--- src/rtl/factorial_ctrl.sv ---
// Moore controller sequencing a register-file/ALU datapath to compute n! mod 256.
// R0 holds the down-counter, R1 the accumulator, R2 the constant one.
module factorial_ctrl #(
    parameter logic [2:0] SEL_PASS_A = 3'b000,
    parameter logic [2:0] SEL_SUB    = 3'b001,
    parameter logic [2:0] SEL_MUL    = 3'b010
) (
    input  logic       clk,
    input  logic       rst,
    input  logic       start,
    input  logic [7:0] n_i,
    input  logic       compare,
    output logic       busy,
    output logic       done,
    output logic [7:0] data_o,
    output logic       IE,
    output logic       we,
    output logic [1:0] wa,
    output logic       rea,
    output logic [1:0] raa,
    output logic       reb,
    output logic [1:0] rab,
    output logic       OE,
    output logic [2:0] Sel_alu
);

    typedef enum logic [3:0] {
        IDLE     = 4'd0,
        LOAD_N   = 4'd1,
        LOAD_ACC = 4'd2,
        LOAD_ONE = 4'd3,
        CHECK    = 4'd4,
        MUL      = 4'd5,
        DEC      = 4'd6,
        OUT      = 4'd7,
        DONE     = 4'd8
    } state_t;

    state_t     state_q, state_d;
    logic [7:0] n_q;

    always_ff @(posedge clk or posedge rst) begin
        if (rst) begin
            state_q <= IDLE;
            n_q     <= 8'd0;
        end else begin
            state_q <= state_d;
            if (state_q == IDLE && start)
                n_q <= n_i;
        end
    end

    always_comb begin
        state_d = state_q;
        busy    = 1'b1;
        done    = 1'b0;
        data_o  = 8'd0;
        IE      = 1'b0;
        we      = 1'b0;
        wa      = 2'd0;
        rea     = 1'b0;
        raa     = 2'd0;
        reb     = 1'b0;
        rab     = 2'd0;
        OE      = 1'b0;
        Sel_alu = SEL_PASS_A;
        unique case (state_q)
            IDLE: begin
                busy = 1'b0;
                if (start)
                    state_d = LOAD_N;
            end
            LOAD_N: begin
                // 0! is folded into 1! so the loop always terminates
                IE      = 1'b1;
                we      = 1'b1;
                wa      = 2'd0;
                data_o  = (n_q == 8'd0) ? 8'd1 : n_q;
                state_d = LOAD_ACC;
            end
            LOAD_ACC: begin
                IE      = 1'b1;
                we      = 1'b1;
                wa      = 2'd1;
                data_o  = 8'd1;
                state_d = LOAD_ONE;
            end
            LOAD_ONE: begin
                IE      = 1'b1;
                we      = 1'b1;
                wa      = 2'd2;
                data_o  = 8'd1;
                state_d = CHECK;
            end
            CHECK: begin
                rea     = 1'b1;
                raa     = 2'd0;
                Sel_alu = SEL_PASS_A;
                state_d = compare ? OUT : MUL;
            end
            MUL: begin
                rea     = 1'b1;
                raa     = 2'd1;
                reb     = 1'b1;
                rab     = 2'd0;
                Sel_alu = SEL_MUL;
                we      = 1'b1;
                wa      = 2'd1;
                state_d = DEC;
            end
            DEC: begin
                // compare here sees R0-1, so the loop exits once the counter hits 1
                rea     = 1'b1;
                raa     = 2'd0;
                reb     = 1'b1;
                rab     = 2'd2;
                Sel_alu = SEL_SUB;
                we      = 1'b1;
                wa      = 2'd0;
                state_d = compare ? OUT : MUL;
            end
            OUT: begin
                rea     = 1'b1;
                raa     = 2'd1;
                Sel_alu = SEL_PASS_A;
                OE      = 1'b1;
                state_d = DONE;
            end
            DONE: begin
                done    = 1'b1;
                state_d = IDLE;
            end
            default: begin
                busy    = 1'b0;
                state_d = IDLE;
            end
        endcase
    end

endmodule

--- config.mk ---
export PLATFORM = sky130hd
export DESIGN_NAME = factorial_ctrl
export DESIGN_NICKNAME = d
export VERILOG_FILES = /design/src/rtl/factorial_ctrl.sv
export SDC_FILE = /design/constraint.sdc
export NUM_CORES = 1
export LEC_CHECK = 0
export BUFFER_PORTS_ARGS = -buffer_cell sky130_fd_sc_hd__buf_2
export CAP_MARGIN = 30
export CORE_MARGIN = 2
export CORE_UTILIZATION = 35
export CTS_CLUSTER_DIAMETER = 40
export DETAILED_ROUTE_END_ITERATION = 16
export GPL_TIMING_DRIVEN = 0
export HOLD_SLACK_MARGIN = 0.06
export SLEW_MARGIN = 20
export SYNTH_ARGS = -nofsm -noshare
export SYNTH_HDL_FRONTEND = slang
export SYNTH_SLANG_ARGS = --single-unit
--- constraint.sdc ---
create_clock -name clk -period 3.9 [get_ports clk]
set_input_delay 0.39 -clock clk [delete_from_list [all_inputs] [get_ports clk]]
set_output_delay 0.39 -clock clk [all_outputs]
set_load 0.05 [all_outputs]
======== After elaboration in Yosys (flattened, before gate mapping) ========
Index checks and enable logic that the tools add are counted.
operators by class
  $add $sub $neg .......................... 0
  multiply operators ...................... 0
  divide/modulo/power cells ............... 0
  order comparisons ....................... 0
  eq/ne operators ......................... 9
  shift operators ......................... 0
  mux-type cells .......................... 16
  bitwise gates (word level) .............. 0
  reduce and logical (&&, ||, !) cells .... 12
operator list
  kind                                                 count
  case mux 4 bit (7 select lines)                      1
  equality test 4 x 3 -> 1 bit, second input constant  4
  case mux 8 bit (2 select lines)                      1
  OR reduction 2 bit                                   5
  equality test 4 x 2 -> 1 bit, second input constant  2
  zero test 8 bit                                      1
  2-to-1 mux 1 bit                                     8
  2-to-1 mux 8 bit                                     1
  case mux 2 bit (2 select lines)                      2
  OR reduction 8 bit                                   1
  OR reduction 5 bit                                   1
  equality test 4 x 1 -> 1 bit, second input constant  1
  equality test 4 bit, second input constant           1
  zero test 4 bit                                      1
  2-to-1 mux 2 bit                                     2
  2-to-1 mux 4 bit                                     1
  OR reduction 4 bit                                   1
  OR reduction 3 bit                                   1
  != test 2 bit, second input constant                 1
  logical AND 1 bit                                    1
storage, ports and cells
  register bits after elaboration ......... 12
  latch bits .............................. 0
  memory bits (writable) .................. 0
  ROM bits ................................ 0
  input bits .............................. 12
  output and inout bits ................... 24
  logic and storage cells ................. 39
  memories ................................ 0

======== Logic depth before layout (Yosys ltp) ========
Gate-level depths: netlist of the first run.
  depth in word-level cells ............... 3
  depth in mapped cells ................... 4
  mapped depth without buffers ............ 3

======== Least setup slack after synthesis of the first run ========
No wires, ideal clock.
  kind .................................... reg2out
  start ................................... reg state_q[2]
  end ..................................... out data_o[0]
  arrival time ............................ 2308 ps
  data required time ...................... 3510 ps
  path slack .............................. 1202 ps
  stages on the path, launching flop included .. 4
  buffers on the path ..................... 1
  cells stage by stage .................... dfrtp_1 > buf_4 > nor3_1 > o31a_1
on the way
  cells in the longest elaborated chain, start to end .. 3
  elaborated cells between the ends (all ways) .. 5
  classes of those cells .................. 3 x eq/ne; 1 x mux; 1 x reduce/logical
ends and longest elaborated chain
  what                               RTL line  RTL
  start, declared                    39        state_t state_q, state_d;
  start signal, assigned             47        state_q <= state_d;
  equality test 4 x 2 -> 1 bit       67        unique case (state_q)
  OR reduction 2 bit (no line)       n/a
  case mux 8 bit (2 select lines) *  67
  end, declared                      15        output logic [7:0] data_o,
Mark *: on every way between the ends. The rest lies on a longest branch, timed or not.

======== Final worst setup path of the first run ========
  start ................................... reg n_q[4]
  end ..................................... out data_o[0]
on the way
  cells in the longest elaborated chain, start to end .. 3
ends and longest elaborated chain
  what                             RTL line  RTL
  start, declared                  40        logic [7:0] n_q;
  start signal, assigned           49        n_q <= n_i;
  zero test 8 bit                  78        data_o = (n_q == 8'd0) ? 8'd1 : n_q;
  2-to-1 mux 8 bit                 78
  case mux 8 bit (2 select lines)  67
No other way between the ends.

==> out/results.md, run 1 <==
| Quantity | Value |
|:---|:---|
| Outcome | finished clean |
| Summed area of non-filler cells in the final layout | 968 sq um |
| Highest Signal Layer | met4 |
| Critical path required time | 3.51 ns |
| Root buffer cell | clkbuf_4 |
| Antenna violations before repair | 0 |
| Area fraction in compound gates after synthesis | 3.53% |
| Top-level port count | 36 |
| Time the worst path needs with I/O delays and setup | 2.16 ns |
| Number of endpoints failing setup at the final stage | 0 |
| Y dimension of the die | 50.1 um |
| Simple logic cell fraction of the synthesized area | 31.1% |
| Chip width | 50.1 um |
| Initial core utilization | 37.6% |
| PostCTS Resize Cnt | 0 |
| Deepest clock path buffer count | 2 |
| TritonCTS buffer count | 3 |
| Number of global-route vias before repair | 563 |
| Xor/xnor share of the synthesized area | 2.35% |
| Layout cell share with drive strength beyond 1 | 53.7% |
| Total core area | 1980 sq um |
| ANT cells | 0 |
| TritonCTS clock tree | built |
| Worst min-delay path category | input pin to async pin |
| Sort of element at the start of the critical path | flip-flop |
| Count of state elements after synthesis | 12 |
| Post-Place Cell Area | 946 sq um |
| GRT Overall Usage | 13.3% |
| Timing-limited maximum frequency | 0.463 GHz |
| Share of cell area taken by muxes after synthesis | 13.4% |
| Post-CTS repair timing setup buffer count | 0 |
| Post-DRT Antenna Nets | 0 |
| First-pass GRT wire length | 2480 um |
| Ratio of final minimum period to clock period | 55.4% |
| Via count | 594 |
| Netlist Area Pre-Place | 744 sq um |
| Number of port buffers | 32 |
| Number of cell rows | 16 |
| Cell count after synthesis | 71 |
| Sequential cell area fraction in the yosys report | 40.3% |
| Routed wl met3 | 85 um |
| Residual DRC count | 0 |
| Pin count of the biggest net entering global routing | 13 |
| Post-CTS Hold Fix Bufs | 0 |
| Avg Inst Size Synth | 10.5 sq um |
| Routability Congestion | 0.681 |
| Type of element capturing the critical path | output port |
| Signal arrival time at the worst endpoint | 1.77 ns |
| Max-cap viol count | 0 |
| Sink Count | 12 |
| Setup TNS | 0 ns |
| Post-synthesis cell type count | 27 |
| Detailed-placement wirelength estimate | 1100 um |
| DR WL met2 | 690 um |
| Number of max-slew violations in the final report | 0 |
| Largest fanout on the critical path | 3 |
| Setup Crit Path Kind | flip-flop to output port |
| Overall routed net length | 1420 um |
| M1 wire length | 632 um |
| Iteration-0 DRC count of the detailed router | 2 |
| Clock latency of the later-clocked register in the worst-skew pair | 0.27 ns |
| Post-CTS clock slew at the launch and capture registers of the worst setup and hold paths | 0.07 ns |
| Final-report hold violation count | 0 |
| Setup skew after layout | 0.00366 ns |
| Total die area | 2510 sq um |
| First-pass detailed-route iteration total | 2 |
| Yosys warning count | 0 |
| RSZ-0062 raised after global routing | no |
| CTS H-tree lvls | 1 |
| Post-synthesis share of cell area spent on full adders, half adders and majority gates | 0% |
| Main combinational cell family by area after synthesis | simple AND/OR/NAND/NOR gates |
| Post-DR vias/cell | 4.40 |
| Average wire length per cell after detail routing | 10.5 um |
| Nets | 122 |
| Area growth from synthesis to final layout | 30.1% |
| Leftover overflow at the end of global routing | 0 |
==> flip-flops by register name (all words and copies together), names as in the netlist <==
signal   flops
n_q          8
state_q      4
==> Yosys cell counts <==
master | n | share of area (%)
dfrtp_1 | 12 | 40
and2_1 | 8 | 6.7
mux2_2 | 8 | 12
buf_4 | 7 | 7.1
nor2_1 | 7 | 3.5
nor3_1 | 5 | 3.4
a21oi_1 | 2 | 1.3
inv_1 | 2 | 1.0
nand2b_1 | 2 | 1.7
and2_2 | 1 | 1.0
and3_1 | 1 | 0.84
buf_2 | 1 | 0.67
conb_1 | 1 | 0.50
mux2i_1 | 1 | 1.3
nand2_1 | 1 | 0.50
nand2b_4 | 1 | 1.8
nand3b_1 | 1 | 1.0
nand3b_4 | 1 | 2.7
nor3_2 | 1 | 1.3
nor3_4 | 1 | 2.2
nor4_2 | 1 | 1.7
o21a_1 | 1 | 1.0
o31a_1 | 1 | 1.2
or3b_1 | 1 | 1.2
or4_4 | 1 | 1.5
xnor2_1 | 1 | 1.2
xor2_1 | 1 | 1.2
==> worst max-delay path, cell delays in order (launching register included) <==
cell     delay, ns
dfrtp_1       0.40
or4_4         0.54
nor4_2        0.15
o31a_1        0.16
buf_2         0.26
==> cells by family (layout without fill, tap and decap cells) <==
group                  count (synthesis)  in the layout
AO/OA/AOI/OAI                          4              4
flip-flops                            12             12
XOR/XNOR                               2              2
AND/OR/NAND/NOR                       33             33
multiplexers                           9              9
other                                  1              3
buffers and inverters                 10             45
==> routing by layer <==
layer | vias to the layer above | GRT usage [%]
met5 | - | 0
met4 | 0 | 4.17
met3 | 2 | 5.45
met2 | 19 | 21.1
met1 | 266 | 16.2
li1 | 307 | -
==> area by class of cell <==
class / count / area [sq um]
tap: 27 / 33.8
inverter: 2 / 7.51
clock buffer: 3 / 22.5
sequential: 12 / 300
buffer: 8 / 57.6
timing repair buffer: 32 / 160
fill: 211 / 1010
multi-input combinational: 51 / 387
==> layout by cell type, fill, tap and decap left out <==
cell type,n
xnor2_1,1
buf_4,7
nand2_1,1
mux2_2,8
nand2b_4,1
nor3_4,1
conb_1,3
buf_2,33
nand3b_4,1
and2_1,8
nor3_1,5
xor2_1,1
nor4_2,1
mux2i_1,1
nor2_1,7
nand3b_1,1
o21a_1,1
nor3_2,1
a21oi_1,2
dfrtp_1,12
and3_1,1
and2_2,1
or3b_1,1
nand2b_1,2
or4_4,1
o31a_1,1
inv_1,2
clkbuf_4,3
==> through the flow <==
step                cells  hold slack (ns)  utilization, %  setup slack, ns
global placement      132            0.423            47.7             2.02
CTS                   135            0.130            48.9             1.70
finish                135            0.119            48.9             1.74
floorplan              73            0.255               -             1.20
detailed placement    132            0.421            47.7             2.01
global route          135            0.147            48.9             1.66
==> final timing paths <==
| kind | start | endpoint | slack (ns) | depth (start not counted) |
|---|---|---|---|---|
| min | rst | n_q[4] | 0.12 | 2 |
| max reg2reg | state_q[0] | n_q[2] | 2.63 | 3 |
| min reg2reg | n_q[0] | n_q[0] | 0.51 | 1 |
| max in group asynchronous | rst | n_q[1] | 3.46 | 2 |
| min in group clk | n_i[6] | n_q[6] | 0.35 | 2 |
| max | n_q[4] | data_o[0] | 1.74 | 4 |
Power of run 1 is left out: the tool's default activity adds up to more than one toggle a clock period on the data nets, which glitch-free logic cannot reach.
==> inputs of run 2 (changes only) <==
==> constraint.sdc (replaced) <==
create_clock -name clk -period 2.02 [get_ports clk]
set_input_delay 0.202 -clock clk [delete_from_list [all_inputs] [get_ports clk]]
set_output_delay 0.202 -clock clk [all_outputs]
set_load 0.05 [all_outputs]
==> run 2 against run 1 <==
Worst setup slack worse by 1.6 ns. Sequential share of layout area down 1.6 points. Wire length up 4.0%. Clock-buffer cell count up 1. Critical endpoint unchanged.
==> out/results.md, run 2 (synthesis results as in run 1) <==
| Quantity | Value |
|:---|:---|
| GRT Overall Usage | 13.4% |
| Layout cell share with drive strength beyond 1 | 54.5% |
| Number of max-slew violations in the final report | 0 |
| Sink Count | 12 |
| Pin count of the biggest net entering global routing | 13 |
| Largest fanout on the critical path | 3 |
| Sequential cell area | 300 sq um |
| Number of port buffers | 32 |
| Initial core utilization | 37.6% |
| M1 wire length | 619 um |
| Final Hold Slack | 0.152 ns |
| Top-level port count | 36 |
| Worst min-delay path category | input pin to flip-flop |
| Area of the multi-input gates | 413 sq um |
| ANT cells | 0 |
| Number of endpoints failing setup at the final stage | 0 |
| Overall routed net length | 1480 um |
| Timing-limited maximum frequency | 0.524 GHz |
| RSZ-0062 raised after global routing | no |
| DR WL met2 | 758 um |
| Post-DRT Antenna Nets | 0 |
| Total die area | 2510 sq um |
| Clock latency of the later-clocked register in the worst-skew pair | 0.27 ns |
| Max FFs per register | 8 |
| First-pass detailed-route iteration total | 3 |
| Y dimension of the die | 50.1 um |
| Nets | 123 |
| Top Registers | n_q: 8 flops, state_q: 4 flops |
| Deepest clock path buffer count | 2 |
| Signal arrival time at the worst endpoint | 1.71 ns |
| Detailed-placement wirelength estimate | 1150 um |
| Residual DRC count | 0 |
| Final-report hold violation count | 0 |
| Leftover overflow at the end of global routing | 0 |
| Post-CTS repair timing setup buffer count | 0 |
| Max-cap viol count | 0 |
| Type of element capturing the critical path | output port |
| Chip width | 50.1 um |
| Setup Crit Path Kind | flip-flop to output port |
| Reg with most FFs | n_q |
| Most common cell after layout, fill and taps aside | buf_2 |
| Number of global-route vias before repair | 549 |
| Post-DR vias/cell | 4.29 |
| Sort of element at the start of the critical path | flip-flop |
| Via count | 588 |
| First-pass GRT wire length | 2460 um |
| Number of cell rows | 16 |
| Average wire length per cell after detail routing | 10.8 um |
| Routability Congestion | 0.709 |
| Setup skew after layout | 0.00199 ns |
| Iteration-0 DRC count of the detailed router | 3 |
| Highest-count cells in the layout ignoring fill and taps | buf_2, dfrtp_1, buf_4, mux2_2, and2_1 |
| Post-CTS clock slew at the launch and capture registers of the worst setup and hold paths | 0.08 ns |
| Antenna violations before repair | 0 |
| Time the worst path needs with I/O delays and setup | 1.91 ns |
| Outcome | finished clean |
| Total core area | 1980 sq um |
| Highest Signal Layer | met4 |
| Critical path required time | 1.82 ns |
| Routed wl met3 | 75 um |
| Setup TNS | 0 ns |
| Ratio of final minimum period to clock period | 94.4% |
| TritonCTS buffer count | 3 |
| Fill cells | 198 |
| CTS H-tree lvls | 1 |
| TritonCTS clock tree | built |
| Root buffer cell | clkbuf_4 |
| Area growth from synthesis to final layout | 37.1% |
## run 2: cell type report
type                    instances  share of cell area [%]
repair buffers                 33                    16.9
well taps                      27                    3.31
plain buffers                   8                    5.64
flip-flops and latches         12                    29.4
multi-input cells              51                    40.4
inverters                       2                   0.735
clock buffers                   4                    3.55
## run 2: critical path: stages (launching register included)
cell and delay, ns:
dfrtp_1 0.39, or4_4 0.55, nor4_4 0.15, o31a_1 0.15, buf_4 0.19
## run 2: repair_timing
action | CTS | global route
endpoints found under the setup margin | 0 | 8
hold buffers | 1 | 0
gates resized for setup | 0 | 4
hold endpoints to repair | 12 | 0
## run 2: layer usage
| metal | global-route usage [%] | vias to the layer above |
|---|---|---|
| met5 | 0 | - |
| met4 | 8.33 | 0 |
| met3 | 2.73 | 4 |
| met2 | 21.3 | 17 |
| met1 | 16.3 | 258 |
| li1 | - | 309 |
## run 2: metrics by stage
stage | area, sq um | instances | worst slack [ns] | util (%)
2_1_floorplan | 763 | 73 | 0.0326 | -
3_3_place_gp | 957 | 132 | 0.333 | 48.3
3_5_place_dp | 957 | 132 | 0.322 | 48.3
4_1_cts | 1000 | 137 | 0.00410 | 50.6
5_1_grt | 1020 | 137 | 0.0307 | 51.5
6_report | 1020 | 137 | 0.113 | 51.5
## run 2: final timing paths
kind | cells after the start | slack, ns | end | startpoint
worst max register to register | 3 | 0.76 | n_q[1] | state_q[0]
worst min-delay path | 2 | 0.15 | n_q[5] | n_i[5]
max in group asynchronous | 3 | 1.24 | state_q[3] | rst
worst max-delay path | 4 | 0.11 | data_o[0] | n_q[4]
worst min register to register | 1 | 0.51 | n_q[0] | n_q[0]
min in group asynchronous | 3 | 0.46 | n_q[5] | rst
Power of run 2 is left out for the same reason.
